File: config.mk
export PLATFORM = sky130hd
export DESIGN_NAME = register_file_flat
export DESIGN_NICKNAME = d
export VERILOG_FILES = /design/src/rtl/register_file_if.sv /design/src/rtl/register_file.sv /design/src/flat_wrapper.sv
export SDC_FILE = /design/constraint.sdc
export NUM_CORES = 1
export LEC_CHECK = 0
export ABC_AREA = 1
export CAP_MARGIN = 30
export CORE_MARGIN = 1.5
export CORE_UTILIZATION = 40
export CTS_CLUSTER_SIZE = 16
export DETAILED_ROUTE_END_ITERATION = 10
export SYNTH_ARGS = -nofsm -noshare
export SYNTH_HDL_FRONTEND = slang
export SYNTH_SLANG_ARGS = --single-unit
File: constraint.sdc
create_clock -name CLK -period 2.8 [get_ports CLK]
set_clock_uncertainty 0.1 [all_clocks]
set_input_delay 0.7 -clock CLK [delete_from_list [all_inputs] [get_ports CLK]]
set_output_delay 0.7 -clock CLK [all_outputs]
set_load 0.01 [all_outputs]
File: src/rtl/register_file_if.sv
// Register file bus: port A (byte-lane capable) and port B (word only) access
// signals, plus the registered read data and write-commit pulse.
interface register_file_if #(
    parameter int ADDR_W = 4
);
    logic              REGA_EN;
    logic              REGA_WEN;
    logic [1:0]        REGA_BYTE_EN;
    logic              REGB_EN;
    logic              REGB_WEN;
    logic [ADDR_W-1:0] ADDRA;
    logic [ADDR_W-1:0] ADDRB;
    logic [15:0]       DINA;
    logic [15:0]       DINB;
    logic [15:0]       DOUTA;
    logic [15:0]       DOUTB;
    logic              WR_DONE;

    modport master (
        output REGA_EN, REGA_WEN, REGA_BYTE_EN, REGB_EN, REGB_WEN,
        output ADDRA, ADDRB, DINA, DINB,
        input  DOUTA, DOUTB, WR_DONE
    );

    modport slave (
        input  REGA_EN, REGA_WEN, REGA_BYTE_EN, REGB_EN, REGB_WEN,
        input  ADDRA, ADDRB, DINA, DINB,
        output DOUTA, DOUTB, WR_DONE
    );
endinterface

File: src/rtl/register_file.sv
// Dual-port 16-bit register file with edge-armed writes.
// Port A writes selected byte lanes, port B writes whole words; on a same
// address collision B lands first and A's lanes overlay it. Reads are
// registered and see the post-write value (write-through across ports).
// Storage is cleared by the asynchronous reset, so it is built from flops.
module register_file #(
    parameter int ADDR_W  = 4,
    parameter bit ZERO_R0 = 1'b0
) (
    input  logic              CLK,
    input  logic              RESET_N,
    register_file_if.slave    bus
);
    localparam int NREG = 1 << ADDR_W;

    logic [15:0] mem_reg  [NREG];
    logic [15:0] mem_next [NREG];

    // hist_*: last cycle's EN&WEN sample. armed_*: a low sample has been seen
    // since reset, so a WEN held high across reset cannot commit on release.
    logic hist_a_reg;
    logic hist_b_reg;
    logic armed_a_reg;
    logic armed_b_reg;

    logic sample_a;
    logic sample_b;
    logic commit_a;
    logic commit_b;

    logic [15:0] douta_reg;
    logic [15:0] douta_next;
    logic [15:0] doutb_reg;
    logic [15:0] doutb_next;
    logic        wr_done_reg;
    logic [15:0] word_a;

    assign sample_a = bus.REGA_EN & bus.REGA_WEN;
    assign sample_b = bus.REGB_EN & bus.REGB_WEN;

    // A port-A request with no lanes enabled is not a commit at all.
    assign commit_a = sample_a & ~hist_a_reg & armed_a_reg & (bus.REGA_BYTE_EN != 2'b00);
    assign commit_b = sample_b & ~hist_b_reg & armed_b_reg;

    // Post-write image of every register: B word first, then A lanes on top.
    always_comb begin
        for (int i = 0; i < NREG; i++) begin
            mem_next[i] = mem_reg[i];
            if (commit_b && (bus.ADDRB == ADDR_W'(i))) begin
                mem_next[i] = bus.DINB;
            end
            if (commit_a && (bus.ADDRA == ADDR_W'(i))) begin
                if (bus.REGA_BYTE_EN[0]) begin
                    mem_next[i][7:0] = bus.DINA[7:0];
                end
                if (bus.REGA_BYTE_EN[1]) begin
                    mem_next[i][15:8] = bus.DINA[15:8];
                end
            end
            if (ZERO_R0 && (i == 0)) begin
                mem_next[i] = 16'h0000;
            end
        end
    end

    // Read data selection; a write access returns the full post-write word,
    // a plain read formats by lane and BYTE_EN=00 leaves DOUTA untouched.
    always_comb begin
        word_a     = mem_next[bus.ADDRA];
        douta_next = douta_reg;
        doutb_next = doutb_reg;
        if (bus.REGA_EN) begin
            if (bus.REGA_WEN) begin
                douta_next = word_a;
            end else begin
                case (bus.REGA_BYTE_EN)
                    2'b01:   douta_next = {8'h00, word_a[7:0]};
                    2'b10:   douta_next = {8'h00, word_a[15:8]};
                    2'b11:   douta_next = word_a;
                    default: douta_next = douta_reg;
                endcase
            end
        end
        if (bus.REGB_EN) begin
            doutb_next = mem_next[bus.ADDRB];
        end
    end

    // Register storage update.
    always_ff @(posedge CLK or negedge RESET_N) begin
        if (!RESET_N) begin
            for (int i = 0; i < NREG; i++) begin
                mem_reg[i] <= 16'h0000;
            end
        end else begin
            for (int i = 0; i < NREG; i++) begin
                mem_reg[i] <= mem_next[i];
            end
        end
    end

    // WEN history, arming, read registers and the commit pulse.
    always_ff @(posedge CLK or negedge RESET_N) begin
        if (!RESET_N) begin
            hist_a_reg  <= 1'b0;
            hist_b_reg  <= 1'b0;
            armed_a_reg <= 1'b0;
            armed_b_reg <= 1'b0;
            douta_reg   <= 16'h0000;
            doutb_reg   <= 16'h0000;
            wr_done_reg <= 1'b0;
        end else begin
            hist_a_reg  <= sample_a;
            hist_b_reg  <= sample_b;
            armed_a_reg <= armed_a_reg | ~sample_a;
            armed_b_reg <= armed_b_reg | ~sample_b;
            douta_reg   <= douta_next;
            doutb_reg   <= doutb_next;
            wr_done_reg <= commit_a | commit_b;
        end
    end

    assign bus.DOUTA   = douta_reg;
    assign bus.DOUTB   = doutb_reg;
    assign bus.WR_DONE = wr_done_reg;
endmodule

File: src/flat_wrapper.sv
// flat-port wrapper written by rule: the top's interface ports become plain ports
module register_file_flat 
#(
    parameter int ADDR_W  = 4,
    parameter bit ZERO_R0 = 1'b0
)
  (CLK, RESET_N, bus_REGA_EN, bus_REGA_WEN, bus_REGA_BYTE_EN, bus_REGB_EN, bus_REGB_WEN, bus_ADDRA, bus_ADDRB, bus_DINA, bus_DINB, bus_DOUTA, bus_DOUTB, bus_WR_DONE);
  register_file_if #(.ADDR_W(ADDR_W)) bus_i ();
  input  logic CLK;
  input  logic RESET_N;
  input wire logic [$bits(bus_i.REGA_EN)-1:0] bus_REGA_EN;
  input wire logic [$bits(bus_i.REGA_WEN)-1:0] bus_REGA_WEN;
  input wire logic [$bits(bus_i.REGA_BYTE_EN)-1:0] bus_REGA_BYTE_EN;
  input wire logic [$bits(bus_i.REGB_EN)-1:0] bus_REGB_EN;
  input wire logic [$bits(bus_i.REGB_WEN)-1:0] bus_REGB_WEN;
  input wire logic [$bits(bus_i.ADDRA)-1:0] bus_ADDRA;
  input wire logic [$bits(bus_i.ADDRB)-1:0] bus_ADDRB;
  input wire logic [$bits(bus_i.DINA)-1:0] bus_DINA;
  input wire logic [$bits(bus_i.DINB)-1:0] bus_DINB;
  output wire logic [$bits(bus_i.DOUTA)-1:0] bus_DOUTA;
  output wire logic [$bits(bus_i.DOUTB)-1:0] bus_DOUTB;
  output wire logic [$bits(bus_i.WR_DONE)-1:0] bus_WR_DONE;
  assign bus_i.REGA_EN = bus_REGA_EN;
  assign bus_i.REGA_WEN = bus_REGA_WEN;
  assign bus_i.REGA_BYTE_EN = bus_REGA_BYTE_EN;
  assign bus_i.REGB_EN = bus_REGB_EN;
  assign bus_i.REGB_WEN = bus_REGB_WEN;
  assign bus_i.ADDRA = bus_ADDRA;
  assign bus_i.ADDRB = bus_ADDRB;
  assign bus_i.DINA = bus_DINA;
  assign bus_i.DINB = bus_DINB;
  assign bus_DOUTA = bus_i.DOUTA;
  assign bus_DOUTB = bus_i.DOUTB;
  assign bus_WR_DONE = bus_i.WR_DONE;
  register_file #(.ADDR_W(ADDR_W), .ZERO_R0(ZERO_R0)) u_core (.CLK(CLK), .RESET_N(RESET_N), .bus(bus_i));
endmodule
== After elaboration in Yosys (flattened, before gate mapping) ==
Cells that the tools add are included.
Storage, ports and cells
  register bits after elaboration: 293
  output and inout bits: 33
  word-level logic and storage cells: 183
Operators by class
  $lt $le $gt $ge: 2
  equal/unequal tests: 33
  multiplexer cells: 72
  bitwise logic cells: 16
  reduce and logical (&&, ||, !) cells: 37
Operators with widths (number)
  $mux 16: 37
  $mux 8: 32
  $bmux 16 s4: 2
  $eq 4x4->1 const B: 16
  $pmux 16 s3: 1
  $eq 4x3->1 const B: 8
  $logic_and 1x1->1: 32
  $eq 4x2->1 const B: 4
  $ge 5x5->1 const B: 2
  $not 4->5: 2
  $eq 4x1->1 const B: 2
  $logic_not 4->1: 2
  $and 1x1->1: 7
  $eq 2x2->1 const B: 2
  $not 1->1: 4
  $reduce_bool 4->1: 1
  $or 1x1->1: 3
  $eq 2x1->1 const B: 1
  $reduce_and 2->1: 1
  $reduce_bool 2->1: 1

== Longest topological paths before layout ==
Gate-level depths: netlist (run 1).
  depth in word-level cells: 12
  gate-level depth with buffers: 19
  depth with buffers taken out: 17

== Least setup slack after synthesis (run 1) ==
No wires, ideal clock.
  path kind: input to register
  start point: in bus_REGA_BYTE_EN[0]
  end point: reg u_core.douta_reg[0], in the netlist u_core.bus.DOUTA[0]
  setup time: 0.117 ns
  arrival: 2.330 ns
  required time: 2.583 ns
  setup slack: 0.253 ns
  stages on the path: 14
  buffers on the path: 2
  cells stage by stage: inv_2 -> nand2_2 -> nand3_4 -> buf_4 -> nor2_4 -> nand2_1 -> buf_1 -> nand2_1 -> o211ai_1 -> nand2_1 -> o21ai_1 -> nand3_1 -> nand3_1 -> nand2_1
Between the ends
  word-level cells in the longest chain between the ends: 9
Ends and longest elaborated chain
  from (decl): RTL line flat_wrapper.sv:13  | input wire logic [$bits(bus_i.REGA_BYTE_EN)-1:0] bus_REGA_BYTE_EN;
  $reduce_bool 2->1: RTL line register_file.sv:42  | assign commit_a = sample_a & ~hist_a_reg & armed_a_reg & (bus.REGA_BYTE_EN != 2'b00);
  $and 1x1->1: RTL line register_file.sv:42
  $logic_and 1x1->1: RTL line register_file.sv:52  | if (commit_a && (bus.ADDRA == ADDR_W'(i))) begin
  $mux 16: RTL line register_file.sv:52
  $bmux 16 s4: RTL line register_file.sv:69  | word_a = mem_next[bus.ADDRA];
  $mux 16 (not written as such) (2 in series): RTL line register_file.sv:69
  $pmux 16 s3: RTL line register_file.sv:76  | case (bus.REGA_BYTE_EN)
  $mux 16: RTL line register_file.sv:73  | if (bus.REGA_WEN) begin
  to (signal assigned): RTL line register_file.sv:117  | douta_reg <= douta_next;
  to (decl): RTL line register_file.sv:31  | logic [15:0] douta_reg;
Parallel ways exist; a longest one is shown, timed or not. The select of a mux whose other input is x is not followed.
A chain may end at the register's enable or synchronous reset.

==> flow_metrics.tcl, run 1 <==
set metrics [dict create \
    status "finished, final reports clean" \
    critPathLaunchType "input port" \
    critPathKind "in -> reg" \
    p_leak_nw 16.3 \
    initial_utilization_pct 40.7 \
    rows 81 \
    power_density_nw_per_um2 558 \
    layout_min_cycle_time_ns 2.79 \
    swShare_pct 35.0 \
    tightest_slew_ns 0.764 \
    cp.arrival_ns 3.16 \
    combPwrFrac_pct 36.3 \
    ys_warn_count 0 \
    yosysUniqueCellTypes 32 \
    ys_seq_area_share_pct 36.7 \
    r2r-start "u_core.hist_a_reg" \
    grt_pass1_vias 26100 \
    drtPass1Iterations 6 \
    pwr-share-clk_pct 31.0 \
    cts_root_buffer "clkbuf_16" \
    core_area_sq_um 49100 \
    synthCells 3249 \
    grt_overflow_total 0 \
    max_cap_viol_count 0 \
    insertion_delay_ns 0.59 \
    synth.avg_cell_area_sq_um 6.14 \
    drt-total-wl_microns 114000 \
    peakVddDrop_mv 0.513 \
    syn_nets 3297 \
    hold_violations 0 \
    setup.worst_path.start "bus_REGA_BYTE_EN[1]" \
    fin_area_sq_um 30300 \
    initialDrtViolationCount 3719 \
    grt_max_degree 67 \
    post_drt_wl_per_cell_microns 23.9 \
    ys_ff_latch 293 \
    finalSetupViolCount 0 \
    cp_slowest_stage_delay_ns 0.28 \
    cts_buffers 39 \
    grt_setup_unrepaired "true" \
    hold_path_startpoint "u_core.armed_a_reg" \
    seqPwrFrac_pct 32.7 \
    relSlewSlack_pct 49.0 \
    vias_per_cell 5.70 \
    place_hpwl_microns 85600 \
    max_freq_mhz 358 \
    power.internal_mw 11.0 \
    hp-class "reg -> reg" \
    nets 4121 \
    area_growth_pct 52.1 \
    antenna_found_initial 3 \
    slew_violations 0 \
    die_area_sq_um 51200 \
    vias 27200 \
    track_usage_pct 44.0 \
    switchingPower_mw 5.92 \
    path_cells "buf_2 > inv_1 > nand2_2 > nand3_4 > buf_12 > nor2_4 > buf_12 > nand2_1 > buf_4 > nand3_1 > nand2_1 > inv_2 > nand2_1 > nand4_1 > nor2_1 > nand3_1 > nor2_1 > nor2_1" \
    cp_data_required_time_ns 3.16 \
    cts_sinks 293 \
    cpMaxStageDelayCell "inv_1" \
    fin_util_pct 61.9 \
    die_y_microns 226 \
    ant_nets 0 \
    period_share_pct 99.8 \
    ctsHtreeMaxLevel 2 \
    place_area_sq_um 28000 \
    io_pins 81 \
    die_x_microns 226 \
    port_buffers 80 \
    path_clk_slew_ns 0.06 \
    drive_gt1_share_pct 28.0 \
    drc_errors 0 \
    cts_tree "done" \
    synth_area_sq_um 20000 \
    grt_first_pass_wirelength_microns 164000 \
    crit_path_max_fanout 12 \
    clockBufferDepth 3 \
    largest_reg_flops 256 \
    gp_congestion 1.05 \
    crit_path_end_kind "flop" \
]
-- final cells by class --
class                      count  area [sq um]
fill                        4671         18700
multi-input combinational   2501         11400
timing repair buffer         946          8300
sequential                   293          7330
clock buffer                  62          1240
inverter                     292          1110
tap                          664           831
clock inverter                 8          70.1
antenna                        4          10.0
-- Yosys cell counts, drive strengths merged --
master / instances / area share (%)
nand4: 11 / 0.34
and2: 2 / 0.063
clkbuf: 111 / 2.1
a22oi: 1 / 0.038
or2: 3 / 0.094
nor2: 261 / 5.6
a22o: 7 / 0.31
nand3: 424 / 11
nor3: 2 / 0.050
nand3b: 1 / 0.038
o211ai: 16 / 0.60
a41oi: 1 / 0.044
buf: 52 / 1.3
o21ai: 231 / 5.8
clkinv: 4 / 0.075
inv: 288 / 5.4
o22ai: 108 / 3.4
a21oi: 28 / 0.70
a21boi: 1 / 0.038
o21a: 1 / 0.038
nand2: 1402 / 26
dfrtp: 293 / 37
a221oi: 1 / 0.044
-- what timing repair did --
action / CTS / global route
setup buffers: 12 / 17
pin swaps: 13 / 60
hold buffers: 1 / 0
resized for setup: 69 / 184
endpoints found under the setup margin: 32 / 32
cloned: 1 / 4
hold endpoints to repair: 6 / 0
-- cell usage in the layout (no fill, tap or decap), drive strengths merged, types with 4 or more instances in the layout --
cell type,Yosys,layout
o21ai,231,231
clkinv,4,9
nand3,424,424
nor2,261,261
nand2,1402,1402
clkbuf,111,68
o22ai,108,108
a21oi,28,28
diode,0,4
a22o,7,7
buf,52,865
inv,288,288
nand4,11,11
dfrtp,293,293
o211ai,16,16
dlygate4sd2,0,4
clkdlybuf4s50,0,65
-- logic make-up after synthesis --
logic type             after synthesis  synth area share [%]
AOI/OAI and AO/OA                  395                  11.0
and+or+nand+nor                   2106                  43.4
DFF                                293                  36.7
buffers and inverters              455                  8.85
-- stage by stage --
stage	TNS, ns	hold WS [ns]	worst slack, ns	std cells	power [mW]
4_1_cts	0	0.361	0.00180	4747	16.6
6_report	0	0.377	0.00632	4770	16.9
5_1_grt	-0.354	0.396	-0.0720	4767	17.7
2_1_floorplan	0	0.304	0.253	3249	8.16
3_3_place_gp	-51.85	0.335	-1.26	4663	11.2
3_5_place_dp	-54.94	0.348	-1.23	4663	11.3
-- metal layers --
layer / vias up / global-route usage, % / routed length, microns
met3: 479 / 9.01 / 11900
met4: 2 / 31.4 / 9710
met1: 12800 / 55.4 / 43400
met2: 1828 / 67.1 / 49000
met5: - / 0 / 15
li1: 12100 / - / -
-- worst max-delay path: cells and delay by family --
| kind | cells | cell delay, ns |
|---|---|---|
| buf+inv | 6 | 0.93 |
| simple gates | 12 | 1.49 |
-- power groups by stage --
stage / Clock [mW] / Combinational (mW) / Sequential [mW]
3_3_place_gp: 0 / 5.68 / 5.54
2_1_floorplan: 0 / 2.69 / 5.47
4_1_cts: 5.28 / 5.85 / 5.51
6_report: 5.26 / 6.15 / 5.53
5_1_grt: 5.44 / 6.69 / 5.59
3_5_place_dp: 0 / 5.76 / 5.57
-- path summary, 6_finish.rpt --
check | slack, ns | end | depth (start not counted)
worst max-delay path | 0.006 | u_core.bus.DOUTB[3] | 18
worst min-delay path | 0.38 | u_core.armed_a_reg | 2
worst max register to register | 0.03 | u_core.bus.DOUTA[7] | 16
worst min register to register | 0.38 | u_core.armed_a_reg | 2
max in group asynchronous | 1.13 | u_core.mem_reg[225] | 3
min in group asynchronous | 0.55 | u_core.mem_reg[15] | 2
Power figures use the tool's default switching activity.
==> inputs of run 2 (changes only) <==
--- a/config.mk
+++ b/config.mk
@@ -7,6 +7,7 @@
 export LEC_CHECK = 0
 export ABC_AREA = 1
 export CAP_MARGIN = 30
+export CORE_ASPECT_RATIO = 1.5
 export CORE_MARGIN = 1.5
 export CORE_UTILIZATION = 40
 export CTS_CLUSTER_SIZE = 16
==> run 2 against run 1 <==
Critical path depth fell by 5. Routed wire length rose by 5.8%. Sequential share of layout area rose by 0.60 points. Worst setup slack improved by 0.0084 ns. Flip-flop and latch count did not move. Final area fell by 2.4%. Register-to-register slack barely moved. Total power fell by 1.1%. Cell count fell by 1.3%. Sequential power barely moved. Count of clock-buffer cells in the layout fell by 10. First-iteration DRC count fell by 17%. Largest cell class unchanged.
==> flow_metrics.tcl, run 2 (synthesized netlist as in run 1, its figures left out) <==
set metrics [dict create \
    status "finished, final reports clean" \
    drive_gt1_share_pct 26.5 \
    area_growth_pct 48.3 \
    dp_cells 4616 \
    cpMaxStageDelayCell "o211ai_1" \
    grt_first_pass_wirelength_microns 174000 \
    place_area_sq_um 27500 \
    cts_root_buffer "clkbuf_16" \
    drt-total-wl_microns 121000 \
    cp_slowest_stage_delay_ns 0.38 \
    power_density_nw_per_um2 566 \
    rows 100 \
    max_freq_mhz 359 \
    max_cap_viol_count 0 \
    die_x_microns 185 \
    critPathTopFamily "simple AND/OR/NAND/NOR gates" \
    largest_reg_flops 256 \
    grt_max_degree 62 \
    p_leak_nw 15.9 \
    crit_path_max_fanout 9 \
    die_area_sq_um 51300 \
    final_cells 4710 \
    vias 27300 \
    cp.arrival_ns 3.16 \
    ctsHtreeMaxLevel 2 \
    path_clk_slew_ns 0.06 \
    layout_common_cells "nand2_1, buf_4, nand3_1" \
    critPathLaunchType "input port" \
    cp_data_required_time_ns 3.17 \
    port_buffers 80 \
    multiInputGateArea_sq_um 11400 \
    seq_area_sq_um 7330 \
    finalSetupViolCount 0 \
    insertion_delay_ns 0.58 \
    antenna_found_initial 3 \
    period_share_pct 99.5 \
    path_cells "dlygate4sd2_1 > buf_4 > nor2_4 > nand2_4 > nor2_4 > nand2_1 > buf_4 > o211ai_1 > a21oi_1 > nor2_1 > nand3_1 > nand3_1 > nand2_1" \
    initialDrtViolationCount 3085 \
    track_usage_pct 47.3 \
    path_buf_inv 3 \
    drtPass1Iterations 6 \
    die_y_microns 277 \
    io_pins 81 \
    total_power_mw 16.8 \
    drc_errors 0 \
    peakVddDrop_mv 0.550 \
    grt_overflow_total 0 \
    fill_cells 4763 \
    vias_per_cell 5.79 \
    fin_util_pct 59.9 \
    post_drt_wl_per_cell_microns 25.6 \
    critPathKind "in -> reg" \
    initial_utilization_pct 40.4 \
    layout_min_cycle_time_ns 2.79 \
    grt_pass1_vias 26900 \
    holdWs_ns 0.394 \
    core_area_sq_um 49400 \
    grt_setup_unrepaired "true" \
    nets 4073 \
    cts_tree "done" \
    fin_area_sq_um 29600 \
    clockBufferDepth 3 \
    relSlewSlack_pct 39.5 \
    hp-class "reg -> reg" \
    crit_path_end_kind "flop" \
    tightest_slew_ns 0.908 \
    final_common_cell "nand2_1" \
    place_hpwl_microns 89400 \
    cts_sinks 293 \
    slew_violations 0 \
    hold_violations 0 \
    cts_buffers 37 \
    ant_nets 0 \
    gp_congestion 1.11 \
]
run 2: cell count changes in the layout (fill, tap and decap cells not counted), moves of 6 or more:
cell / before / now
o21ai_0: 139 / 151
buf_4: 770 / 741
nand2_1: 1345 / 1353
clkbuf_8: 14 / 6
buf_6: 22 / 16
buf_12: 66 / 57
o21ai_2: 20 / 3
run 2: per-layer routing:
layer	share of wire, %	track usage (%)	up-vias
met4	12	46.2	2
met3	10	9.40	679
met5	0.0083	0	-
met2	43	71.4	1995
met1	34	54.9	12600
li1	-	-	12000
run 2: path summary, 6_finish.rpt:
kind,slack [ns],startpoint,cells after the start,end
worst max-delay path,0.01,bus_ADDRA[0],13,u_core.bus.DOUTA[4]
worst min-delay path,0.39,u_core.armed_b_reg,1,u_core.armed_b_reg
worst max register to register,0.02,u_core.hist_a_reg,18,u_core.bus.DOUTA[4]
worst min register to register,0.39,u_core.armed_b_reg,1,u_core.armed_b_reg
max in group asynchronous,1.18,RESET_N,3,u_core.mem_reg[56]
min in group asynchronous,0.54,RESET_N,2,u_core.mem_reg[202]
run 2: final cells by class:
class                           instances  area share [%]
Sequential cell                       293            24.8
Antenna cell                            1         0.00845
Timing Repair Buffer                  899            26.2
Inverter                              292            3.74
Tap cell                              663            2.80
Clock buffer                           52            3.66
Timing Repair inverter                  1          0.0254
Multi-Input combinational cell       2501            38.4
Clock inverter                          8           0.402
run 2: stage by stage:
step	setup slack, ns	setup TNS (ns)
6_report	0.0147	0
3_5_place_dp	-1.29	-59.13
3_3_place_gp	-1.29	-56.52
5_1_grt	-0.0570	-0.0753
4_1_cts	0.0111	0
2_1_floorplan	0.253	0
run 2: power by group:
group | internal, mW | switching [mW]
Sequential | 5.17 | 0.350
Combinational | 2.65 | 3.53
Clock | 2.96 | 2.09
run 2: what timing repair did:
action,in CTS,in global routing
cloned,4,1
endpoints found under the setup margin,32,32
hold endpoints to repair,45,0
gates resized for setup,151,66
pin swaps,30,22
hold buffers,1,0
buffers inserted,18,10
==> patch (config.mk and constraints of run 1) <==
`ZERO_R0` is set to 1'b0 in 2 places; all go to 1'b1.
--- a/src/rtl/register_file.sv
+++ b/src/rtl/register_file.sv
@@ -5,7 +5,7 @@
 // Storage is cleared by the asynchronous reset, so it is built from flops.
 module register_file #(
     parameter int ADDR_W  = 4,
-    parameter bit ZERO_R0 = 1'b0
+    parameter bit ZERO_R0 = 1'b1
 ) (
     input  logic              CLK,
     input  logic              RESET_N,
--- a/src/flat_wrapper.sv
+++ b/src/flat_wrapper.sv
@@ -2,7 +2,7 @@
 module register_file_flat 
 #(
     parameter int ADDR_W  = 4,
-    parameter bit ZERO_R0 = 1'b0
+    parameter bit ZERO_R0 = 1'b1
 )
   (CLK, RESET_N, bus_REGA_EN, bus_REGA_WEN, bus_REGA_BYTE_EN, bus_REGB_EN, bus_REGB_WEN, bus_ADDRA, bus_ADDRB, bus_DINA, bus_DINB, bus_DOUTA, bus_DOUTB, bus_WR_DONE);
   register_file_if #(.ADDR_W(ADDR_W)) bus_i ();
Function: changed (Yosys sat finds a counterexample within 4 cycles, from zero or initial values and one cycle with RESET_N low).
==> patch against run 1 <==
Register-to-register slack better by 80 ps. Power is 4.8% lower. Critical path depth is 2 higher. Highest routed layer unchanged. Routed wire length is 10% lower. Worst setup slack better by 100 ps. Sequential cell count is 16 lower. Combinational power is 6.8% lower. Area after synthesis is 4.5% lower. Design area is 6.5% lower. Cell count is 5.3% lower. Critical path type is now reg -> reg. Clock power hardly changed. Die area is 4.4% lower.
==> patch: results (changes against run 1) <==
| Metric | Value |
|---|---|
| Sequential share of the synthesized area | `36.4% (-0.37 points)` |
| Post-Synthesis Net Count | `3263 (-1.0%)` |
| Antenna violations before repair | `4 (+1)` |
| Crit Path Max Fanout | `8 (-4)` |
| Drt wl/cell | `22.7 microns (-5.1%)` |
| Vias in the first global route | `23.6k (-9.7%)` |
| M1 WL | `39100 microns (-10%)` |
| DR iter-0 viols | `2626 (-29%)` |
| Vias | `24.5k (-9.8%)` |
| Placement Cell Area | `25800 sq um (-7.6%)` |
| Final Net Count | `3932 (-4.6%)` |
| Layout cells sized above 1 | `23.5% (-4.5 points)` |
| Maximum vdd drop | `0.459 mV (-11%)` |
| Max FFs per register | `240 (-6.3%)` |
| Post-synthesis mux area share | `0% (unchanged)` |
| Leak | `16.2 nW (-0.91%)` |
| Slew HR | `52.6% (+3.6 points)` |
| Worst min path class | `reg -> reg` |
| DR pass1 iterations | `6 (unchanged)` |
| GRT Overall Usage | `40.3% (-3.7 points)` |
| Synth Area in Compound Gates | `5.46% (-5.5 points)` |
| Synth top area cells | `dfrtp_1 36%, nand2_1 33%, nand3_1 8.2%, inv_1 6.6%, nor2_1 4.1%` |
| Largest net degree at the start of global routing | `78 (+16%)` |
| Placement Setup Slack | `-1150 ps (+84.7 ps)` |
| TritonCTS Buffers | `38 (-2.6%)` |
| First-pass GRT wire length | `147000 microns (-10%)` |
| Most frequent cells after synthesis | `1667 x nand2_1, 335 x inv_1, 312 x nand3_1` |
| DR WL met3 | `8830 microns (-26%)` |
| Post-synth cell types | `33 (+3.1%)` |
| Status | `complete, no violations` |
==> patch: worst max-delay path: stages (launching register included) <==
cell	delay [ps]
dfrtp_1	360
inv_1	50
nand2_1	90
nor2_4	150
buf_12	140
buf_12	120
clkbuf_16	190
nand2_4	80
buf_4	180
nand2_1	60
nand2_1	50
nand2_1	60
nand2_1	110
nand2_1	90
nand2_1	70
o21ai_2	320
nand3_1	130
nand2_1	80
inv_1	40
nand2_2	50
nand2_1	50
==> patch: cell type report <==
cell class	count	area, sq um
Tap cell	607	759
Clock buffer	59	1200
Clock inverter	7	110
Sequential cell	277	6930
Inverter	349	1320
Multi-Input combinational cell	2431	10700
Fill cell	4585	18400
Timing Repair Buffer	787	7390
Antenna cell	2	5.00
==> patch: path summary, 6_finish.rpt <==
kind	from	endpoint	slack (ps)	cells past startpoint
worst max-delay path	u_core.hist_b_reg	u_core.bus.DOUTA[6]	110	20
worst min-delay path	u_core.bus.DOUTB[13]	u_core.bus.DOUTB[13]	390	1
worst max register to register	u_core.hist_b_reg	u_core.bus.DOUTA[6]	110	20
worst min register to register	u_core.bus.DOUTB[13]	u_core.bus.DOUTB[13]	390	1
max in group asynchronous	RESET_N	u_core.mem_reg[119]	1280	3
min in group asynchronous	RESET_N	u_core.mem_reg[44]	530	2
==> patch: per-layer routing <==
layer	vias to the layer above	track usage, %
li1	11229	-
met1	11470	50.4
met2	1450	63.9
met3	397	5.62
met4	2	29.5
met5	-	0
==> patch: power by group <==
part	switching (mW)	internal (mW)	total, mW
Sequential	0.284	4.84	5.12
Clock	2.05	3.21	5.26
Combinational	3.25	2.48	5.73
==> patch: what timing repair did <==
| action | 4_1_cts | 5_1_grt |
|---|---|---|
| hold endpoints to repair | 31 | 0 |
| buffers inserted | 2 | 28 |
| gates cloned | 0 | 10 |
| hold buffers | 1 | 0 |
| gates resized for setup | 58 | 163 |
| pin swaps | 5 | 43 |
| setup endpoints to repair | 31 | 32 |
==> patch: cell families after synthesis <==
family	Yosys count
compound gates	176
buf+inv	507
flops	277
simple gates	2255
==> patch: per-stage QoR <==
step / setup TNS [ps] / util [%] / hold WS (ps) / power, mW / cells
finish: 0 / 60.7 / 388 / 16.1 / 4519
global route: -6.56 / 60.7 / 402 / 16.9 / 4517
CTS: -3.31 / 58.5 / 364 / 15.8 / 4481
detailed placement: -30480 / 55.3 / 349 / 10.5 / 4412
global placement: -27320 / 55.3 / 344 / 10.5 / 4412
floorplan: 0 / - / 304 / 7.61 / 3215
